`src/rtl/spi_responder.sv`:
```
// rtl/spi_responder.sv - SPI mode-0 responder with show-ahead RX FIFO and TX holding register
module spi_responder #(
  parameter int         RX_DEPTH    = 4,
  parameter logic [7:0] IDLE_BYTE   = 8'hFF,
  parameter int         SYNC_STAGES = 2
) (
  input  logic       clk,
  input  logic       Rst,
  input  logic       spi_sck,
  input  logic       spi_cs,
  input  logic       spi_mosi,
  output logic       spi_miso,
  output logic [7:0] rx_dout,
  input  logic       rx_rd,
  output logic       rx_empty,
  output logic       rx_full,
  output logic       rx_overflow,
  input  logic       ovf_clr,
  input  logic [7:0] tx_din,
  input  logic       tx_wr,
  output logic       tx_full,
  output logic       busy
);
  localparam int AW = $clog2(RX_DEPTH);
  localparam int FW = $clog2(SYNC_STAGES + 1);
  localparam logic [AW:0]   PTR_ONE   = 1;
  localparam logic [FW-1:0] FLUSH_ONE = 1;
  localparam logic [FW-1:0] FLUSH_END = FW'(SYNC_STAGES);

  typedef enum logic [1:0] {IDLE, LOAD, SHIFT} state_e;
  state_e state_q, state_d;

  logic [SYNC_STAGES-1:0] sck_sync_q, cs_sync_q, mosi_sync_q;
  logic sck_prev_q, cs_prev_q;
  logic [FW-1:0] flush_q, flush_d;
  logic armed_q, armed_d;
  logic [7:0] tx_hold_q, tx_hold_d, tx_sr_q, tx_sr_d, rx_sr_q, rx_sr_d;
  logic tx_full_q, tx_full_d;
  logic [2:0] bit_cnt_q, bit_cnt_d;
  logic boundary_q, boundary_d, push_q, push_d;
  logic [AW:0] wr_ptr_q, wr_ptr_d, rd_ptr_q, rd_ptr_d;
  logic ovf_q, ovf_d;
  logic [7:0] mem_q [RX_DEPTH];

  logic sck_s, cs_s, mosi_s, sck_rise, sck_fall, cs_rise, cs_fall, flush_done;
  logic load_tx, do_pop, do_push, fifo_full, fifo_empty;
  logic [7:0] tx_next;

  assign sck_s      = sck_sync_q[SYNC_STAGES-1];
  assign cs_s       = cs_sync_q[SYNC_STAGES-1];
  assign mosi_s     = mosi_sync_q[SYNC_STAGES-1];
  assign sck_rise   = sck_s & ~sck_prev_q;
  assign sck_fall   = ~sck_s & sck_prev_q;
  assign cs_rise    = cs_s & ~cs_prev_q;
  assign cs_fall    = ~cs_s & cs_prev_q;
  assign flush_done = (flush_q == FLUSH_END);

  assign fifo_empty = (wr_ptr_q == rd_ptr_q);
  assign fifo_full  = (wr_ptr_q[AW] != rd_ptr_q[AW]) && (wr_ptr_q[AW-1:0] == rd_ptr_q[AW-1:0]);
  assign do_pop     = rx_rd & ~fifo_empty;
  assign do_push    = push_q & (~fifo_full | do_pop);
  assign tx_next    = tx_full_q ? tx_hold_q : IDLE_BYTE;

  // A low cs seen straight out of reset is not a fresh edge: frames arm only once cs reads high.
  always_comb begin
    state_d    = state_q;
    tx_sr_d    = tx_sr_q;
    rx_sr_d    = rx_sr_q;
    bit_cnt_d  = bit_cnt_q;
    boundary_d = boundary_q;
    push_d     = 1'b0;
    load_tx    = 1'b0;
    flush_d    = flush_done ? flush_q : flush_q + FLUSH_ONE;
    armed_d    = armed_q | (flush_done & cs_s);

    if (state_q != IDLE && cs_rise) begin
      state_d = IDLE;
    end else begin
      case (state_q)
        IDLE: if (cs_fall && armed_q) state_d = LOAD;
        LOAD: begin
          state_d    = SHIFT;
          load_tx    = 1'b1;
          bit_cnt_d  = 3'd0;
          boundary_d = 1'b0;
        end
        SHIFT: begin
          if (sck_rise) begin
            rx_sr_d   = {rx_sr_q[6:0], mosi_s};
            bit_cnt_d = bit_cnt_q + 3'd1;
            if (bit_cnt_q == 3'd7) begin
              boundary_d = 1'b1;
              push_d     = 1'b1;
            end
          end else if (sck_fall) begin
            if (boundary_q) begin
              load_tx    = 1'b1;
              boundary_d = 1'b0;
            end else begin
              tx_sr_d = {tx_sr_q[6:0], 1'b0};
            end
          end
        end
        default: state_d = IDLE;
      endcase
    end
    if (load_tx) tx_sr_d = tx_next;

    // A write coincident with a reload refills the holding register for the next byte.
    tx_hold_d = tx_hold_q;
    tx_full_d = tx_full_q;
    if (load_tx) tx_full_d = 1'b0;
    if (tx_wr && (!tx_full_q || load_tx)) begin
      tx_hold_d = tx_din;
      tx_full_d = 1'b1;
    end

    wr_ptr_d = do_push ? wr_ptr_q + PTR_ONE : wr_ptr_q;
    rd_ptr_d = do_pop ? rd_ptr_q + PTR_ONE : rd_ptr_q;
    ovf_d    = ovf_q;
    if (ovf_clr) ovf_d = 1'b0;
    if (push_q && !do_push) ovf_d = 1'b1;
  end

  always_ff @(posedge clk) begin
    if (Rst) begin
      sck_sync_q  <= '0;
      cs_sync_q   <= '1;
      mosi_sync_q <= '0;
      sck_prev_q  <= 1'b0;
      cs_prev_q   <= 1'b1;
      flush_q     <= '0;
      armed_q     <= 1'b0;
      state_q     <= IDLE;
      tx_hold_q   <= IDLE_BYTE;
      tx_sr_q     <= IDLE_BYTE;
      rx_sr_q     <= IDLE_BYTE;
      tx_full_q   <= 1'b0;
      bit_cnt_q   <= 3'd0;
      boundary_q  <= 1'b0;
      push_q      <= 1'b0;
      wr_ptr_q    <= '0;
      rd_ptr_q    <= '0;
      ovf_q       <= 1'b0;
    end else begin
      sck_sync_q[0]  <= spi_sck;
      cs_sync_q[0]   <= spi_cs;
      mosi_sync_q[0] <= spi_mosi;
      for (int i = 1; i < SYNC_STAGES; i++) begin
        sck_sync_q[i]  <= sck_sync_q[i-1];
        cs_sync_q[i]   <= cs_sync_q[i-1];
        mosi_sync_q[i] <= mosi_sync_q[i-1];
      end
      sck_prev_q <= sck_s;
      cs_prev_q  <= cs_s;
      flush_q    <= flush_d;
      armed_q    <= armed_d;
      state_q    <= state_d;
      tx_hold_q  <= tx_hold_d;
      tx_sr_q    <= tx_sr_d;
      rx_sr_q    <= rx_sr_d;
      tx_full_q  <= tx_full_d;
      bit_cnt_q  <= bit_cnt_d;
      boundary_q <= boundary_d;
      push_q     <= push_d;
      wr_ptr_q   <= wr_ptr_d;
      rd_ptr_q   <= rd_ptr_d;
      ovf_q      <= ovf_d;
    end
  end

  always_ff @(posedge clk) begin
    if (do_push) mem_q[wr_ptr_q[AW-1:0]] <= rx_sr_q;
  end

  assign spi_miso    = (state_q == IDLE) ? 1'b1 : tx_sr_q[7];
  assign rx_dout     = mem_q[rd_ptr_q[AW-1:0]];
  assign rx_empty    = fifo_empty;
  assign rx_full     = fifo_full;
  assign rx_overflow = ovf_q;
  assign tx_full     = tx_full_q;
  assign busy        = ~cs_s;
endmodule

```
`config.mk`:
```
export PLATFORM = sky130hd
export DESIGN_NAME = spi_responder
export DESIGN_NICKNAME = d
export VERILOG_FILES = /design/src/rtl/spi_responder.sv
export SDC_FILE = /design/constraint.sdc
export NUM_CORES = 1
export LEC_CHECK = 0
export CELL_PAD_IN_SITES_DETAIL_PLACEMENT = 1
export CELL_PAD_IN_SITES_GLOBAL_PLACEMENT = 2
export CORE_MARGIN = 2
export CORE_UTILIZATION = 35
export DETAILED_ROUTE_END_ITERATION = 10
export GPL_ROUTABILITY_DRIVEN = 1
export PLACE_DENSITY = 0.81
export SYNTH_ARGS = -nofsm -noshare
export SYNTH_HDL_FRONTEND = slang
export SYNTH_SLANG_ARGS = --single-unit
```
`constraint.sdc`:
```
create_clock -name clk -period 1.7 [get_ports clk]
set_input_delay 0.17 -clock clk [delete_from_list [all_inputs] [get_ports clk]]
set_output_delay 0.17 -clock clk [all_outputs]
set_load 0.005 [all_outputs]
```
==> results.tsv, run 1 <==
metric	value	unit
n_antenna_cell	0	
cap_violations	0	
place_ws	-0.2449	ns
ys_async_sr_fraction	0	%
path_class	flip-flop to output pin	
numCtsBuffers	9	
cts_sinks	84	
grt_max_degree	31	
die_w	103.4	um
end_kind	output pin	
wire_per_inst	14.67	um
rsz0062_at_grt	true	
gp_congestion	0.7820	
required	1.53	ns
critPathLaunchType	flip-flop	
syn_inst	279	
relSlewSlack	75.42	%
use_met3	4.099	%
grt_pass1_vias	2395	
max_clock_freq	577.3	MHz
busiest_layer	met2	
r2r_cells	7	
setup_viol	7	
gr-total-overflow	0	
use_met2	24.22	%
wirelength	7086	um
hold_path.class	input pin to flip-flop	
hold_violations	0	
synth.distinct_cells	46	
cts.clk_slew.worst_paths	0.09	ns
design.core.area	9684	um^2
drc_errors	0	
final_max_slew_viol_count	0	
cts_tree	built	
status	finished, violations left	
dr.pass1.iters	4	
holdBufCountCts	0	
worst_slew_pin_slew	0.3648	ns
drive_gt1_share	34.29	%
p_leak	1.596	nW
area_growth_syn_to_layout	31.13	%
syn_area	3457	um^2
ant_nets	0	
fin_crit_sh	101.9	%
start_util	35.70	%
antenna_found_initial	0	
clk_latency	0.35	ns
grt_pass1_wl	11250	um
timing.rr.end	tx_sr_q[6]	
viasPerCell	4.743	
final_core_util	46.81	%
std_cell_rows	36	
clockBufferDepth	2	
ctsHtreeMaxLevel	3	
layout_common_cells	dfxtp_1, edfxtp_1, buf_4, nor2_1, nand2_1	
fin_worst_skew	0.01090	ns
synth_flop_cell	dfxtp_1	
hold_depth	3	
hpwl	4763	um
r2r_setup_slack	0.08	ns
ys_warn_count	0	
synth-seq-cells	84	
r2r-start	state_q[1]	
num_vias	2291	
grt_util_met1	16.23	%
setup_slack	-0.03214	ns
numPortBuffers	29	
die-height	103.4	um
grtUsageTotal	13.88	%
crit_end	rx_dout[4]	
root_buffer	clkbuf_8	
vdd_drop_max	0.5649	mV
synth_nets	308	
worstPathMaxFanout	5	
avgSynthCellArea	12.39	um^2
failed_checks	setup timing	
nets	374	
synth_seq_area_share	57.91	%
synth_edf_count	32	
critPathArrivalTime	1.56	ns
period_needed	1.732	ns
die-area	10690	um^2
io_pins	30	
powerDensity	850.1	nW/um^2
layout_commonest_cell	dfxtp_1	
drt_iter0_drc	53	
layout make-up:
| type | instances | area, um^2 |
|---|---|---|
| inverter | 11 | 41.29 |
| clock buffer | 9 | 123.9 |
| multi-input combinational | 173 | 1526 |
| clock inverter | 7 | 80.08 |
| tap | 133 | 166.4 |
| timing repair buffer | 66 | 578.1 |
| sequential | 84 | 2017 |
| fill | 1040 | 5151 |
worst max-delay path: stages (launching register included):
cell     delay, ns
dfxtp_2       0.36
buf_12        0.12
buf_6         0.10
mux4_2        0.48
buf_2         0.14
metal layers:
metal | part of all wire [%] | vias to the layer above
li1 | - | 1133
met1 | 44 | 1089
met2 | 51 | 53
met3 | 3.4 | 16
met4 | 1.8 | 0
met5 | 0 | -
power by group:
group / internal, mW / total, mW / switching, mW / leakage [nW]
Clock: 0.699 / 1.45 / 0.752 / 0.102
Combinational: 0.126 / 0.250 / 0.123 / 0.880
Sequential: 2.12 / 2.15 / 0.0303 / 0.614
synthesized netlist by cell type (all sizes together), types with 4 or more instances:
| master | n | area, um^2 |
|---|---|---|
| dfxtp | 52 | 1041 |
| edfxtp | 32 | 960.9 |
| nor2 | 26 | 97.59 |
| nand2 | 22 | 82.58 |
| a21oi | 17 | 85.08 |
| ha | 13 | 162.7 |
| inv | 11 | 41.29 |
| nor3 | 11 | 55.05 |
| mux2i | 10 | 100.1 |
| nand3b | 9 | 67.56 |
| mux4 | 8 | 180.2 |
| a2bb2oi | 7 | 61.31 |
| nor2b | 7 | 43.79 |
| xor2 | 7 | 76.32 |
| buf | 6 | 40.03 |
| clkbuf | 6 | 22.52 |
| and2 | 4 | 25.02 |
| or2 | 4 | 25.02 |
timing repair:
item / 4_1_cts / 5_1_grt
cloned: 0 / 1
pin swaps: 2 / 7
resized for setup: 56 / 30
setup endpoints to repair: 51 / 50
setup buffers: 4 / 6
flip-flops by register name, indices dropped and copies added (netlist names), 2 cells and up, named ones only:
register and cells:
cs_sync_q 2, tx_hold_q 8, bit_cnt_q 3, rx_sr_q 8
tx_sr_q 8, mem_q 32, sck_sync_q 2, state_q 2
flush_q 2, mosi_sync_q 2, rd_ptr_q 3, wr_ptr_q 3
per-stage QoR:
stage | setup TNS, ns | cells | cell area (um^2) | hold slack [ns] | total power [mW]
global placement | -2.624 | 456 | 4076 | 0.3945 | 2.425
finish | -0.1591 | 483 | 4533 | 0.1610 | 3.854
detailed placement | -6.743 | 456 | 4076 | 0.3976 | 2.440
CTS | -0.2723 | 476 | 4345 | 0.1400 | 3.898
floorplan | 0 | 279 | 3460 | 0.2738 | 2.346
global route | -0.7389 | 483 | 4533 | 0.1565 | 4.024
worst min path at each step:
| stage | to | startpoint |
|---|---|---|
| floorplan | cs_sync_q[0] | spi_cs |
| global placement | cs_sync_q[1] | cs_sync_q[0] |
| detailed placement | cs_sync_q[1] | cs_sync_q[0] |
| CTS | state_q[0] | Rst |
| global route | state_q[0] | Rst |
| finish | state_q[0] | Rst |
cells by family (layout without fill, tap and decap cells):
kind of cell	count (synthesis)	count (layout)	share of synthesized area (%)
simple gates	96	96	14.66
fa+ha+maj	13	13	4.705
compound gates	35	36	8.578
buf+inv	23	93	3.004
xor+xnor	9	9	2.714
mux	19	19	8.433
flops	84	84	57.91
(Power assumes the default switching activity.)
==> run 2: changes to the inputs <==
--- a/config.mk
+++ b/config.mk
@@ -8,10 +8,10 @@
 export CELL_PAD_IN_SITES_DETAIL_PLACEMENT = 1
 export CELL_PAD_IN_SITES_GLOBAL_PLACEMENT = 2
 export CORE_MARGIN = 2
-export CORE_UTILIZATION = 35
+export CORE_UTILIZATION = 42
 export DETAILED_ROUTE_END_ITERATION = 10
 export GPL_ROUTABILITY_DRIVEN = 1
-export PLACE_DENSITY = 0.81
+export PLACE_DENSITY = 0.9
 export SYNTH_ARGS = -nofsm -noshare
 export SYNTH_HDL_FRONTEND = slang
 export SYNTH_SLANG_ARGS = --single-unit
==> constraint.sdc (replaced) <==
create_clock -name clk -period 2.1 [get_ports clk]
set_input_delay 0.21 -clock clk [delete_from_list [all_inputs] [get_ports clk]]
set_output_delay 0.21 -clock clk [all_outputs]
set_load 0.005 [all_outputs]
==> run 2 against run 1 <==
The run now ends clean. Sequential cell count did not move. Core utilization increased by 4.1 points. Clock-buffer cell count is the same. Register-to-register slack better by 0.13 ns. Clock power shrank 23%. Sequential share of layout area increased by 4.2 points. Clock skew up 0.00076 ns. Sequential power down 19%. Final cell count down 12%. Cell area decreased by 9.1%. Critical path type unchanged. Critical endpoint unchanged.
==> results.tsv, run 2 (same netlist as run 1, synthesis figures left out) <==
metric	value	unit	change
critPathArrivalTime	1.82	ns	+0.26 ns
grt_max_degree	25		-19%
ctsHtreeMaxLevel	3		unchanged
die-height	94.73	um	-8.4%
fin_worst_skew	0.01166	ns	+0.0007611 ns
wire_per_inst	14.69	um	+0.10%
rsz0062_at_grt	false		
hold_violations	0		unchanged
end_kind	output pin		
p_leak	1.443	nW	-9.6%
grtUsageTotal	15.86	%	+2.0 points
place_ws	0.1560	ns	+0.4009 ns
n_antenna_cell	0		unchanged
setup_slack	0.07484	ns	+0.1070 ns
cts.clk_slew.worst_paths	0.10	ns	about the same
final_max_slew_viol_count	0		unchanged
cts_sinks	84		unchanged
start_util	42.72	%	+7.0 points
die_w	94.73	um	-8.4%
setup_viol	0		-7
worst_slew_pin_slew	0.6197	ns	+0.2549 ns
ant_nets	0		unchanged
status	finished clean		
period_needed	2.025	ns	
drive_gt1_share	17.08	%	-17 points
num_vias	2169		-5.3%
layout_commonest_cell	dfxtp_1		
grt_pass1_wl	10920	um	-2.9%
gp_congestion	0.7409		-5.3%
worstPathMaxFanout	8		+3
max_stage_delay	0.50	ns	+0.02 ns
dr.pass1.iters	4		unchanged
drt_iter0_drc	35		-34%
cpLargestDelayFamily	buffers and inverters		
root_buffer	clkbuf_8		
io_pins	30		unchanged
nets	346		-7.5%
hpwl	4474	um	-6.1%
clockBufferDepth	2		unchanged
dp.cells	409		-10%
numCtsBuffers	9		unchanged
slowest_stage	mux4_2		
max_clock_freq	493.8	MHz	
powerDensity	741.1	nW/um^2	-13%
area_growth_syn_to_layout	19.18	%	
crit_chain	buf_6 > mux4_2 > clkdlybuf4s50_1		
fin_crit_sh	96.44	%	
path_class	flip-flop to output pin		
vdd_drop_max	0.3901	mV	-31%
instances_no_fill	427		-12%
die-area	8973	um^2	-16%
design.core.area	8093	um^2	-16%
drc_errors	0		unchanged
required	1.89	ns	+0.36 ns
crit_buf_inv	2		-1
viasPerCell	5.080		+7.1%
wirelength	6271	um	-12%
cts_tree	built		
critPathLaunchType	flip-flop		
clk_latency	0.36	ns	about the same
final_core_util	50.91	%	+4.1 points
final.setup.tns	0	ns	+0.1591 ns
numPortBuffers	29		unchanged
hold_path.class	input pin to flip-flop		
power	3.053	mW	-21%
relSlewSlack	58.65	%	-17 points
layout_common_cells	dfxtp_1, edfxtp_1, nor2_1, clkdlybuf4s50_1, nand2_1		
std_cell_rows	33		-8.3%
largest_register_ffs	32		unchanged
cap_violations	0		unchanged
grt_pass1_vias	2332		-2.6%
gr-total-overflow	0		unchanged
fill_cells	849		-18%
antenna_found_initial	0		unchanged
-- run 2: changes by cell type in the layout (fill, tap and decap cells not counted), sizes merged --
cell | before | now
clkdlybuf4s50 | 17 | 25
buf | 46 | 11
bufinv | 1 | 0
o2111ai | 3 | 2
clkinv | 2 | 4
clkdlybuf4s15 | 1 | 0
dlymetal6s2s | 0 | 3
clkinvlp | 1 | 0
dlygate4sd2 | 1 | 0
clkbuf | 10 | 9
-- run 2: report_power, final --
part           internal [mW]  leakage [nW]  switching [mW]
combinational         0.0930         0.732          0.0932
sequential              1.72         0.609          0.0252
clock                  0.470         0.102           0.653
total                   2.28          1.44           0.772
-- run 2: repair_timing --
action,CTS,global route
resized for setup,3,7
endpoints found under the setup margin,3,46
pin swaps,0,0
hold buffers,0,0
buffers inserted,0,2
-- run 2: layout make-up --
class	instances	area (um^2)	share of cell area (%)
Sequential cell	84	2004	48.65
Tap cell	105	131.4	3.189
Multi-Input combinational cell	172	1371	33.28
Inverter	11	41.29	1.002
Timing Repair Buffer	39	371.6	9.019
Clock buffer	9	123.9	3.006
Clock inverter	7	76.32	1.852
-- run 2: path summary, 6_finish.rpt --
path	slack (ns)	from	cells after the start	endpoint
worst max-delay path	0.07	flip-flop	3	rx_dout[4]
worst min-delay path	0.21	Rst	2	mosi_sync_q[1]
worst max register to register	0.21	state_q[0]	7	tx_sr_q[5]
worst min register to register	0.42	cs_sync_q[0]	1	cs_sync_q[1]
-- run 2: through the flow --
| step | area [um^2] | hold slack [ns] |
|---|---|---|
| final | 4120 | 0.2075 |
| after global routing | 4120 | 0.2453 |
| after CTS | 4081 | 0.1954 |
| after detailed placement | 3871 | 0.4032 |
| after global placement | 3871 | 0.3964 |
| after floorplan | 3457 | 0.3138 |
-- run 2: routing by layer --
metal / share of wire, % / global-route usage (%) / vias to the layer above
met5: 0 / 0 / -
met1: 44 / 18.48 / 1051
met3: 2.3 / 2.873 / 4
li1: - / - / 1081
met4: 0.77 / 6.401 / 0
met2: 53 / 28.66 / 33
